$ cat src/rtl/fifo_dedup_writer_pkg.sv
`default_nettype none
// ============================================================================
// Module : fifo_dedup_writer_pkg
// Brief  : State encoding and saturating-increment helper for the dedup writer.
// Rev    : 1.0  initial release
// ============================================================================
package fifo_dedup_writer_pkg;

  typedef enum logic [2:0] {
    ST_IDLE  = 3'd0,
    ST_REQ   = 3'd1,
    ST_GUARD = 3'd2,
    ST_WAIT  = 3'd3,
    ST_WRITE = 3'd4,
    ST_DROP  = 3'd5
  } state_e;

  localparam int unsigned SAT_MAX_W = 64;

  // Increment val, holding at the all-ones value of a width-bit counter.
  function automatic logic [SAT_MAX_W-1:0] sat_inc(input logic [SAT_MAX_W-1:0] val,
                                                   input int unsigned width);
    logic [SAT_MAX_W-1:0] max_val;
    max_val = (width >= SAT_MAX_W) ? '1 : ((64'd1 << width) - 64'd1);
    return (val >= max_val) ? val : val + 64'd1;
  endfunction

endpackage
`default_nettype wire

$ cat src/rtl/fifo_dedup_writer_sat_counter.sv
`default_nettype none
// ============================================================================
// Module : sat_counter
// Brief  : Statistics counter that increments on inc_i and saturates at all-ones.
// Rev    : 1.0  initial release
// ============================================================================
module sat_counter
  import fifo_dedup_writer_pkg::*;
#(
  parameter int CNT_WIDTH = 16
) (
  input  logic                 clk,
  input  logic                 rst,
  input  logic                 inc_i,
  output logic [CNT_WIDTH-1:0] cnt_o
);

  logic [CNT_WIDTH-1:0] cnt_q;
  logic [CNT_WIDTH-1:0] cnt_d;

  always_comb begin
    cnt_d = cnt_q;
    if (inc_i) begin
      cnt_d = CNT_WIDTH'(sat_inc(SAT_MAX_W'(cnt_q), unsigned'(CNT_WIDTH)));
    end
  end

  always_ff @(posedge clk) begin
    if (rst) begin
      cnt_q <= '0;
    end else begin
      cnt_q <= cnt_d;
    end
  end

  assign cnt_o = cnt_q;

endmodule
`default_nettype wire

$ cat src/rtl/fifo_dedup_writer.sv
`default_nettype none
// ============================================================================
// Module : fifo_dedup_writer
// Brief  : Write front-end that searches the FIFO and writes only unseen words.
// Rev    : 1.0  initial release
// ============================================================================
module fifo_dedup_writer
  import fifo_dedup_writer_pkg::*;
#(
  parameter int DATA_WIDTH  = 32,
  parameter int CNT_WIDTH   = 16,
  parameter int TIMEOUT_CYC = 64
) (
  input  logic                  clk,
  input  logic                  rst,
  input  logic                  in_vld_i,
  input  logic [DATA_WIDTH-1:0] in_dat_i,
  output logic                  in_rdy_o,
  input  logic                  fifo_full_i,
  input  logic                  fifo_empty_i,
  output logic                  fifo_wren_o,
  output logic [DATA_WIDTH-1:0] fifo_wdat_o,
  output logic                  check_req_o,
  output logic [DATA_WIDTH-1:0] check_dat_o,
  input  logic                  check_res_i,
  input  logic                  check_vld_i,
  output logic                  drop_pulse_o,
  output logic [CNT_WIDTH-1:0]  wr_cnt_o,
  output logic [CNT_WIDTH-1:0]  drop_cnt_o,
  output logic                  timeout_err_o
);

  localparam int               TMO_W    = (TIMEOUT_CYC > 1) ? $clog2(TIMEOUT_CYC) : 1;
  localparam logic [TMO_W-1:0] TMO_LAST = TMO_W'(TIMEOUT_CYC - 1);

  state_e                  state_q, state_d;
  logic [DATA_WIDTH-1:0]   dat_q, dat_d;
  logic                    retry_q, retry_d;
  logic [TMO_W-1:0]        tmo_q, tmo_d;
  logic                    tmo_err_q, tmo_err_d;
  logic                    in_rdy_q;
  logic                    wren_q, wren_d;
  logic                    req_q, req_d;
  logic                    drop_q, drop_d;

  always_comb begin
    state_d   = state_q;
    dat_d     = dat_q;
    retry_d   = retry_q;
    tmo_d     = tmo_q;
    tmo_err_d = tmo_err_q;
    wren_d    = 1'b0;
    req_d     = 1'b0;
    drop_d    = 1'b0;
    case (state_q)
      ST_IDLE: begin
        if (in_vld_i) begin
          dat_d   = in_dat_i;
          retry_d = 1'b0;
          state_d = fifo_empty_i ? ST_WRITE : ST_REQ;
        end
      end
      ST_REQ: begin
        req_d   = 1'b1;
        tmo_d   = '0;
        state_d = ST_GUARD;
      end
      ST_GUARD: begin
        // A completion here may belong to the stale compare register: re-issue once.
        tmo_d = tmo_q + 1'b1;
        if (check_vld_i && !retry_q) begin
          retry_d = 1'b1;
          state_d = ST_REQ;
        end else if (check_vld_i) begin
          state_d = check_res_i ? ST_DROP : ST_WRITE;
        end else begin
          state_d = ST_WAIT;
        end
      end
      ST_WAIT: begin
        tmo_d = tmo_q + 1'b1;
        if (check_vld_i) begin
          state_d = check_res_i ? ST_DROP : ST_WRITE;
        end else if (tmo_q == TMO_LAST) begin
          // Fail open: an unanswered search still writes the word.
          tmo_err_d = 1'b1;
          state_d   = ST_WRITE;
        end
      end
      ST_WRITE: begin
        if (!fifo_full_i) begin
          wren_d  = 1'b1;
          state_d = ST_IDLE;
        end
      end
      ST_DROP: begin
        drop_d  = 1'b1;
        state_d = ST_IDLE;
      end
      default: state_d = ST_IDLE;
    endcase
  end

  always_ff @(posedge clk) begin
    if (rst) begin
      state_q   <= ST_IDLE;
      dat_q     <= '0;
      retry_q   <= 1'b0;
      tmo_q     <= '0;
      tmo_err_q <= 1'b0;
      in_rdy_q  <= 1'b1;
      wren_q    <= 1'b0;
      req_q     <= 1'b0;
      drop_q    <= 1'b0;
    end else begin
      state_q   <= state_d;
      dat_q     <= dat_d;
      retry_q   <= retry_d;
      tmo_q     <= tmo_d;
      tmo_err_q <= tmo_err_d;
      in_rdy_q  <= (state_d == ST_IDLE);
      wren_q    <= wren_d;
      req_q     <= req_d;
      drop_q    <= drop_d;
    end
  end

  sat_counter #(.CNT_WIDTH(CNT_WIDTH)) u_wr_cnt (
    .clk   (clk),
    .rst   (rst),
    .inc_i (wren_d),
    .cnt_o (wr_cnt_o)
  );

  sat_counter #(.CNT_WIDTH(CNT_WIDTH)) u_drop_cnt (
    .clk   (clk),
    .rst   (rst),
    .inc_i (drop_d),
    .cnt_o (drop_cnt_o)
  );

  assign in_rdy_o      = in_rdy_q;
  assign fifo_wren_o   = wren_q;
  assign fifo_wdat_o   = dat_q;
  assign check_req_o   = req_q;
  assign check_dat_o   = dat_q;
  assign drop_pulse_o  = drop_q;
  assign timeout_err_o = tmo_err_q;

endmodule
`default_nettype wire
$ cat config.mk
export PLATFORM = sky130hd
export DESIGN_NAME = fifo_dedup_writer
export DESIGN_NICKNAME = d
export VERILOG_FILES = /design/src/rtl/fifo_dedup_writer_pkg.sv /design/src/rtl/fifo_dedup_writer_sat_counter.sv /design/src/rtl/fifo_dedup_writer.sv
export SDC_FILE = /design/constraint.sdc
export NUM_CORES = 1
export LEC_CHECK = 0
export CORE_ASPECT_RATIO = 2
export CORE_MARGIN = 2
export CORE_UTILIZATION = 40
export DETAILED_ROUTE_END_ITERATION = 10
export PLACE_DENSITY = 0.74
export SYNTH_ARGS = -nofsm -noshare
export SYNTH_HDL_FRONTEND = slang
export SYNTH_SLANG_ARGS = --single-unit
$ cat constraint.sdc
create_clock -name clk -period 2.9 [get_ports clk]
set_input_delay 0.58 -clock clk [delete_from_list [all_inputs] [get_ports clk]]
set_output_delay 0.58 -clock clk [all_outputs]
set_load 0.02 [all_outputs]
### After elaboration in Yosys (flattened, before gate mapping)

Cells that the tools add are included.

* add/subtract/negate cells: 3
* $lt $le $gt $ge: 2
* equal/unequal tests: 8
* multiplexer cells: 17
* bitwise operators: 3
* reductions and logical operators: 12

Operators by type and width (count)
* $add A16 B1 Y16 const B: 2
* $ge A16 B16 Y1 const B: 2
* $mux W3: 7
* $pmux W3 S5: 1
* $pmux W6 S2: 1
* $mux W1: 7
* $add A6 B1 Y6 const B: 1
* $eq A3 B2 Y1 const B: 2
* $eq A3 B3 Y1 const B: 2
* $eq A6 B6 Y1 const B: 1
* $logic_not A3 Y1: 2
* $reduce_and A2 Y1: 3
* $reduce_and A3 Y1: 2
* $ne A2 B2 Y1 const B: 2
* $reduce_bool A2 Y1: 2
* $eq A3 B1 Y1 const B: 1
* $not A1 Y1: 3
* $pmux W1 S2: 1
* $reduce_or A2 Y1: 1
* $logic_and A1 B1 Y1: 1
* $logic_not A1 Y1: 1

* bits in registers: 79
* bits of input ports: 39
* output and inout port bits: 101
* word-level logic and storage cells: 56

### Longest topological paths before layout

Gate-level depths: netlist (run 1).

* depth after elaboration: 5
* mapped depth: 6
* mapped depth without buffers: 5

### By module

A second synthesis (run 1) with hierarchy kept.

* cell total of the unflattened synthesis: 443
* area total of the unflattened synthesis: 3897.5 µm²

By module, submodules not included
* fifo_dedup_writer: instances 1, cells an instance 253, area an instance 2168.3 µm², sequential area each 940.9 µm²
* sat_counter: instances 2, cells an instance 95, area an instance 864.6 µm², sequential area each 320.3 µm²

### Least setup slack after synthesis (run 1)

No wires, ideal clock.

* kind: input port to flip-flop
* start point: input fifo_full_i
* end point: register u_wr_cnt.cnt_q[10], in the netlist u_wr_cnt.cnt_o[10]
* setup time: 70 ps
* arrival: 2143 ps
* required time: 2830 ps
* path slack: 687 ps
* cell stages on the path: 5
* buffers on the path: 1
* cell sequence: or4b_4 -> or3_1 -> buf_2 -> or4_1 -> a21oi_1

* cells in the longest elaborated chain, start to end: 3

RTL lines
* start, declared: line fifo_dedup_writer.sv:19 `input logic fifo_full_i,`
* $mux W1: line fifo_dedup_writer.sv:91 `if (!fifo_full_i) begin`
* $mux W1: line fifo_dedup_writer.sv:55 `case (state_q)`
* $reduce_and A2 Y1 (no source line)
* end signal, assigned: line fifo_dedup_writer_sat_counter.sv:32 `cnt_q <= cnt_d;`
* end, declared: line fifo_dedup_writer_sat_counter.sv:18 `logic [CNT_WIDTH-1:0] cnt_q;`

No other way between the ends.
A chain may end at the register's enable or synchronous reset.

### Final worst setup path (run 1)

Same ends and word-level chain as after synthesis.

==> impl_metrics.toml, run 1 <==
[setup_path]
crit_slowest_cell = "or4b_4"
crit_end = "u_wr_cnt.cnt_o[10]"
cp-startpoint = "fifo_full_i"
regToRegEndpoint = "u_wr_cnt.cnt_o[10]"
rr_startpoint = "state_q[0]"
crit_required_ns = 3.15
cpPeakStageDelay_ns = 0.53
startpoint_type = "primary input"
path_max_fanout = 10
regToRegSetupSlack_ns = 0.75
crit_arrival_ns = 2.73
r2r.worst_path.cells = 4
crit_path_cell_trace = "clkdlybuf4s50_1 > or4b_4 > or3_1 > or4_1 > a21oi_1"
cp-end-kind = "register"
worstSetupPathType = "in2reg"

[grt]
grt_pass1_vias = 3322
grt-ovfl-total = 0
grt_pass1_wl_um = 15400
gr-usage-all-layers = 0.188
grt_max_degree = 60
antenna_found_initial = 0

[floorplanning]
fp.coreArea_um2 = 9010
ios = 140
die_h_um = 141
initial_core_util = 0.414
dieArea_um2 = 10200
die_w_um = 72.3
rows = 49

[synth]
synth_area_leaders = "dfxtp_1, a21oi_1, nand2_1"
syn-num-nets = 499
synth_area_um2 = 3730
ys_warn_count = 0
synth_top_area_frac = 0.424
synth-seq-cells = 79
async_flop_share = 0
yosysSeqAreaShare = 0.424
synth_cells = 457
synth_edf_count = 0
synth_cell_type_count = 49
yosys.area.top_type = "dfxtp_1"
synth_ff_type = "dfxtp_1"
avgSynthCellArea_um2 = 8.16

[clocking]
cts_resized = 0
clockBufferDepth = 2
cts_tree = "built"
cts_hold_buf = 0
cts_buffers = 9
clock-sinks = 79
insertion_delay_ns = 0.33
clk_pin_slew_ns = 0.06
clockRootBuffer = "clkbuf_16"
htreeDepth = 3
post-cts-setup-buffer-count = 0

[layout]
drive_gt1_frac = 0.0745
area.growth.synth_to_final_pct = 42.8
final_common_cell = "clkdlybuf4s50_1"
fin_nets = 601
fin_util = 0.591
final_cell_mix = "clkdlybuf4s50_1, nand2_1, dfxtp_1, a21oi_1, nor2_1"
final_cell_area_um2 = 5330
antenna-diode-count = 0

[sta]
rsz0062_at_grt = "no"
relSlewSlack = 0.311
final_hold_viol_count = 0
tightest_slew_ns = 1.03
fmax_ghz = 0.404
min_period_over_period = 0.853
period_minus_slack_ns = 2.48
skew_ns = 0.00687
setup_tns_ns = 0
setup_viol_count_final = 0
finalMaxSlewViolations = 0

[route]
dr.pass1.iters = 4
routed_wl_um = 9680
drt-initial-drc-count = 120
vias = 3590
avgRoutedWirePerCell_um = 14.5
postRouteAntennaNets = 0
avgViaCountPerCell = 5.39
drc_errors = 0

[power]
seq_power_share = 0.397
finalPower_uw = 2950
ir_drop_mv = 0.524
p_sw_uw = 736
clockPowerShare = 0.438
p_int_uw = 2210
share_comb_of_total_power = 0.165
powerDensity_nw_per_um2 = 553
p_leak_uw = 0.00183
switching_share = 0.250

[min_path]
hp-class = "reg2reg"
holdPathStages = 2

[job]
drv_cap = 0

[placed_design]
portBuffers = 139
gp_congestion = 0.871
dp_hpwl_um = 7000
dpl_cell_area_um2 = 4980

[run_status]
status = "finished clean"
## worst max-delay path: cells and delay by family
family                 cells  cell delay [ns]
and+or+nand+nor            3             1.53
buffers and inverters      1             0.47
AOI/OAI and AO/OA          1             0.15
## power by group through the flow
stage                     clock network (uW)  registers, uW  logic (uW)
after floorplan                            0           1240         244
after global placement                     0           1190         484
after detailed placement                   0           1190         491
after CTS                               1320           1170         493
after global routing                    1360           1170         528
final                                   1290           1170         487
## sequential cells by signal, summed over array words and instances (netlist names)
| signal | count |
|---|---|
| fifo_wren_o | 1 |
| in_rdy_o | 1 |
| retry_q | 1 |
| drop_pulse_o | 1 |
| u_drop_cnt.cnt_o | 16 |
| state_q | 3 |
| u_wr_cnt.cnt_o | 16 |
| check_req_o | 1 |
| check_dat_o | 32 |
| tmo_q | 6 |
| timeout_err_o | 1 |
## synth_stat cells (2+ instances only)
library cell	n
o31ai_1	11
nand2_1	79
nand3_1	12
a21oi_1	63
ha_1	3
inv_1	8
or3_1	4
nor4b_1	4
dfxtp_1	79
nor4_1	7
mux2_2	9
and2_1	5
nand4_1	9
o21ai_0	9
buf_4	32
nor2_1	21
o41ai_1	4
nor2b_1	11
or2_2	2
nor3b_1	2
nor3_1	7
nand3b_1	3
a211oi_1	4
a31oi_1	2
mux2i_1	3
clkbuf_1	21
or4_1	13
buf_1	4
nand2b_1	6
## final cells by class
cell class | instances | area, um^2
clock inverters | 7 | 118
fillers | 810 | 3690
multi-input cells | 311 | 1770
clock buffers | 9 | 225
inverters | 8 | 30.0
well taps | 102 | 128
flip-flops and latches | 79 | 1580
repair buffers | 150 | 1470
## logic make-up after synthesis
kind of cell,Yosys count,share of synthesized area
fa+ha+maj,3,0.0101
compound gates,101,0.158
mux,12,0.0352
buf+inv,67,0.102
simple gates,195,0.271
flops,79,0.424
## through the flow
| step | std cells | hold WS (ns) | setup slack, ns |
|---|---|---|---|
| finish | 666 | 0.466 | 0.425 |
| global route | 666 | 0.485 | 0.298 |
| CTS | 666 | 0.471 | 0.439 |
| detailed placement | 650 | 0.462 | 0.0826 |
| global placement | 650 | 0.454 | 0.155 |
| floorplan | 457 | 0.463 | 0.687 |
## metal layers
layer	vias to the layer above	GRT usage	routed length, um
met5	-	0	0
met4	0	0.0834	217
met3	18	0.0468	588
met2	133	0.341	5240
met1	1655	0.196	3630
li1	1784	-	-
## worst min path at each step
| stage | slack (ns) | end | startpoint |
|---|---|---|---|
| 2_1_floorplan | 0.46 | tmo_q[5] | tmo_q[5] |
| 3_3_place_gp | 0.45 | check_dat_o[3] | check_dat_o[3] |
| 3_5_place_dp | 0.46 | check_dat_o[10] | check_dat_o[10] |
| 4_1_cts | 0.47 | check_dat_o[3] | check_dat_o[3] |
| 5_1_grt | 0.48 | check_dat_o[5] | check_dat_o[5] |
| 6_report | 0.47 | check_dat_o[10] | check_dat_o[10] |
(Power assumes the default switching activity.)
==> run 2: changes to the inputs <==
REMOVE_ABC_BUFFERS = 1   (was unset)
==> impl_metrics.toml, run 2 (same netlist as run 1, synthesis figures left out) <==
[run_status]
status = "finished clean"

[layout]
fin_nets = 602
regArea_um2 = 1580
final_cell_mix = "clkdlybuf4s50_1, nand2_1, dfxtp_1, a21oi_1, nor2_1"
largest_reg_flops = 32
nFillCells = 810
multi_input_area_um2 = 1770
final_cell_area_um2 = 5300
area.growth.synth_to_final_pct = 42.2
final_common_cell = "clkdlybuf4s50_1"
antenna-diode-count = 0
drive_gt1_frac = 0.0743

[route]
avgViaCountPerCell = 5.43
wl_met2_um = 5950
avgRoutedWirePerCell_um = 15.5
drt-initial-drc-count = 228
routed_wl_um = 10300
drc_errors = 0
dr_wl_met3_um = 440
vias = 3622
wl_met1_um = 3650
dr.pass1.iters = 4
postRouteAntennaNets = 0
routed.top_layer = "met4"

[setup_path]
startpoint_type = "primary input"
crit_path_cell_trace = "clkdlybuf4s50_1 > or4b_4 > or3_1 > or4_1 > a21oi_1"
cp_top_family = "simple AND/OR/NAND/NOR gates"
crit_slowest_cell = "or4b_4"
cpPeakStageDelay_ns = 0.52
path_max_fanout = 10
cp-end-kind = "register"
critPathBufInv = 1
crit_arrival_ns = 2.70
crit_required_ns = 3.17
worstSetupPathType = "in2reg"

[sta]
rsz0062_at_grt = "no"
skew_ns = 0.00372
finalMaxSlewViolations = 0
hold_slack_ns = 0.472
tightest_slew_ns = 0.568
relSlewSlack = 0.621
min_period_over_period = 0.839
fmax_ghz = 0.411
setup_viol_count_final = 0
final_hold_viol_count = 0
period_minus_slack_ns = 2.43

[clocking]
clockRootBuffer = "clkbuf_16"
post-cts-setup-buffer-count = 0
htreeDepth = 3
clk_pin_slew_ns = 0.06
cts_hold_buf = 0
insertion_delay_ns = 0.34
cts_buffers = 9
cts_resized = 0
clock-sinks = 79
clockBufferDepth = 2
cts_tree = "built"

[grt]
grt_max_degree = 36
grt-ovfl-total = 0
grt_pass1_vias = 3416
antenna_found_initial = 0
grt_pass1_wl_um = 16400
gr-usage-all-layers = 0.204

[power]
switching_share = 0.259
seq_power_share = 0.411
clockPowerShare = 0.418
p_leak_uw = 0.00182
p_sw_uw = 741
share_comb_of_total_power = 0.171
p_int_uw = 2120
ir_drop_mv = 0.350
powerDensity_nw_per_um2 = 539

[floorplanning]
ios = 140
die_h_um = 141
initial_core_util = 0.414
fp.coreArea_um2 = 9010
die_w_um = 72.3
dieArea_um2 = 10200
rows = 49

[placed_design]
dpl_cell_area_um2 = 4990
dp_hpwl_um = 7670
portBuffers = 139
gp_congestion = 0.792

[job]
drv_cap = 0

[min_path]
hp-class = "reg2reg"
run 2: cell count changes in the layout (fill, tap and decap cells not counted):
cell	before	now
clkbuf_1	0	1
buf_4	11	12
clkinvlp_4	0	2
bufinv_16	3	2
inv_6	2	0
run 2: power by group through the flow:
stage / Clock (uW) / Combinational [uW] / Sequential [uW]
final: 1200 / 488 / 1170
after global routing: 1260 / 525 / 1180
after detailed placement: 0 / 492 / 1200
after CTS: 1220 / 494 / 1170
after floorplan: 0 / 113 / 1300
after global placement: 0 / 484 / 1200
run 2: metrics by stage:
stage	total power (uW)	setup slack (ns)	utilization	instances	TNS (ns)
after global placement	1680	0.176	0.554	651	0
after floorplan	1410	-0.887	-	398	-21.79
after global routing	2960	0.338	0.589	667	0
after CTS	2890	0.471	0.589	667	0
final	2860	0.468	0.589	667	0
after detailed placement	1690	0.122	0.554	651	0
run 2: path summary, 6_finish.rpt:
kind                            depth (start not counted)             from  slack (ns)                end
worst min register to register                          2  check_dat_o[14]        0.47    check_dat_o[14]
worst max register to register                          4       state_q[1]        0.65  u_wr_cnt.cnt_o[8]
worst max-delay path                                    5      fifo_full_i        0.47  u_wr_cnt.cnt_o[8]
worst min-delay path                                    2  check_dat_o[14]        0.47    check_dat_o[14]
run 2: routing by layer:
| metal | vias to the layer above | track usage |
|---|---|---|
| met5 | - | 0 |
| met3 | 19 | 0.0317 |
| met4 | 0 | 0.114 |
| met2 | 107 | 0.384 |
| met1 | 1712 | 0.202 |
| li1 | 1784 | - |
run 2: cell type report:
class / instances / share of cell area
clock inverter: 6 / 0.0160
sequential: 79 / 0.298
timing repair buffer: 151 / 0.278
clock buffer: 10 / 0.0432
tap: 102 / 0.0241
multi-input combinational: 311 / 0.335
inverter: 8 / 0.00566
run 2: worst min-delay path, stage by stage (launching register included):
cell and delay (ns):
dfxtp_1 0.32, nand2_1 0.06, a21oi_1 0.05
==> edit, RTL diff (flow settings as in run 2) <==
Put a register stage on the output `wr_cnt_o`, without a reset. The value now appears one clock later. The other outputs are not delayed to match.
--- a/src/rtl/fifo_dedup_writer.sv
+++ b/src/rtl/fifo_dedup_writer.sv
@@ -32,6 +32,8 @@
 
   localparam int               TMO_W    = (TIMEOUT_CYC > 1) ? $clog2(TIMEOUT_CYC) : 1;
   localparam logic [TMO_W-1:0] TMO_LAST = TMO_W'(TIMEOUT_CYC - 1);
+
+  logic [CNT_WIDTH-1:0] wr_cnt_d;
 
   state_e                  state_q, state_d;
   logic [DATA_WIDTH-1:0]   dat_q, dat_d;
@@ -129,7 +131,7 @@
     .clk   (clk),
     .rst   (rst),
     .inc_i (wren_d),
-    .cnt_o (wr_cnt_o)
+    .cnt_o (wr_cnt_d)
   );
 
   sat_counter #(.CNT_WIDTH(CNT_WIDTH)) u_drop_cnt (
@@ -147,5 +149,9 @@
   assign drop_pulse_o  = drop_q;
   assign timeout_err_o = tmo_err_q;
 
+  always_ff @(posedge clk) begin
+    wr_cnt_o <= wr_cnt_d;
+  end
+
 endmodule
 `default_nettype wire
Check against the original RTL: not equivalent (Yosys sat finds a counterexample within 4 cycles, from zero or initial values and one cycle with rst high).
==> edit against run 2 <==
- first-iteration DRC count is 26% lower
- global-route usage is 2.2 points lower
- cell count is 7.2% higher
- routed wire length is 4.3% lower
- power is 7.3% higher
- register-to-register slack worse by 40 ps
- highest routed layer unchanged
- largest cell class is now registers
- setup slack better by 110 ps
- sequential cell count is 16 higher
- synthesized area is 8.5% higher
- sequential share of layout area is 3.9 points higher
- critical endpoint is now u_wr_cnt.cnt_o[15]
- final area is 6.5% higher
==> edit: results (changes against run 2) <==
Status
  – Status: completed (unchanged)

GRT
  – Largest net degree at the start of global routing: 51 (was 36)
  – First-pass GRT wire length: 15900 um (was 16400 um)
  – Number of global-route vias before repair: 3303 (was 3416)
  – GRT Total Usage: 18.2% (was 20.4%)

Clocking
  – Later-pin clock latency in the skew report: 330 ps
  – Root Buffer: clkbuf_16 (unchanged)
  – Postcts setup bufs: 0 (unchanged)
  – Number of gates resized after CTS: 0 (unchanged)
  – Clock tree buffer depth: 2 (unchanged)
  – CTS Buf Count: 9 (unchanged)
  – CTS clock-pin slew for the worst setup and hold paths: 70 ps

Synthesis
  – Top cells by area, synth: dfxtp_1 (47%), nand2_1 (7.3%), a21oi_1 (6.9%) (was dfxtp_1 (42%), a21oi_1 (8.5%), nand2_1 (8.0%))
  – Number of distinct library cells after synthesis: 46 (was 49)
  – Ys async rst share: 0% (unchanged)
  – Register area share after synthesis: 47.0% (was 42.4%)
  – Top cells by count, synth: dfxtp_1 (95), nand2_1 (79), a21oi_1 (56) (was dfxtp_1 (79), nand2_1 (79), a21oi_1 (63))
  – Mean post-synth cell area: 8.55 um2 (was 8.16 um2)

Critical path
  – Critical Path AT: 2590 ps (was 2700 ps)
  – Crit path max fanout: 6 (was 10)
  – Reg2Reg Depth: 5 (was 4)

Cells and area
  – Fraction of layout cells with a size suffix above 1: 7.07% (was 7.43%)
  – Nets@finish: 617 (was 602)
  – Antenna fix cells: 0 (unchanged)

Placed design
  – Routability Congestion: 0.835 (was 0.792)
  – Post-placement cell count: 699 (was 651)
  – DP Area: 5340 um2 (was 4990 um2)
  – Post-DP HPWL: 6780 um (was 7670 um)
  – Buffers on Ports: 139 (unchanged)

Hold path
  – Hold Crit Class: register to register (unchanged)
  – Hold Crit Depth: 0 (was 2)

Routing
  – Via density: 5.23 (was 5.43)
  – Iter 0 DRT Violations: 169 (was 228)
  – Overall routed net length: 9880 um (was 10300 um)
  – Via count: 3740 (was 3622)

Power
  – Pleak: 1.92 nW (was 1.82 nW)
  – VDD IR max: 474 uV (was 350 uV)

STA
  – Relative slew slack: 58.6% (was 62.1%)
  – Final setup viols: 0 (unchanged)
  – Clock Skews: 7.11 ps (was 3.72 ps)
edit: cell count changes after synthesis, sizes merged, moves of 3 or more:
cell / delta
o31ai: -3
a41oi: +3
nand3: +3
or4: -5
and4: +3
nor3: +4
clkbuf: -4
a21oi: -7
o41ai: -3
and2: -5
nor2: +9
dfxtp: +16
nand4: -3
inv: -3
edit: worst max-delay path: stages:
cell             delay [ps]
clkdlybuf4s50_1         450
or4b_1                  520
or4b_4                  540
or3_1                   360
a21oi_1                 140
edit: per-layer routing:
metal | vias to the layer above | routed length (um) | global-route usage (%)
li1 | 1856 | - | -
met1 | 1758 | 4420 | 24.0
met2 | 120 | 4810 | 28.7
met3 | 6 | 555 | 3.52
met4 | 0 | 101 | 6.96
met5 | - | 0 | 0
edit: where the power goes:
group          switching, W  internal, W  total (W)
Clock              0.000502     0.000700    0.00120
Combinational      0.000241     0.000225   0.000466
Sequential        0.0000475      0.00135    0.00140
edit: path summary, 6_finish.rpt:
| path | endpoint | slack, ps | startpoint |
|---|---|---|---|
| hold / removal | wr_cnt_o[10] | 380 | u_wr_cnt.cnt_o[10] |
| hold reg to reg | wr_cnt_o[10] | 380 | u_wr_cnt.cnt_o[10] |
| setup reg to reg | u_drop_cnt.cnt_o[12] | 610 | state_q[2] |
| setup / recovery | u_wr_cnt.cnt_o[15] | 580 | fifo_full_i |
edit: metrics by stage:
step	setup WS, ps	util (%)
finish	581	56.7
global route	457	56.7
CTS	604	56.7
detailed placement	247	53.6
global placement	259	53.6
floorplan	-455	-
edit: cells by family after synthesis:
group	Yosys count	share of synthesized area, %
AOI/OAI and AO/OA	98	14.5
adders and majority gates	3	0.928
buffers and inverters	61	8.87
DFF	95	47.0
muxes	12	3.28
and+or+nand+nor	204	25.4
edit: area by class of cell:
cell class | count | area [um2]
fill | 917 | 4310
tap | 135 | 169
inverter | 5 | 18.8
clock inverter | 5 | 63.8
clock buffer | 11 | 243
timing repair buffer | 147 | 1460
multi-input combinational | 317 | 1790
sequential | 95 | 1900
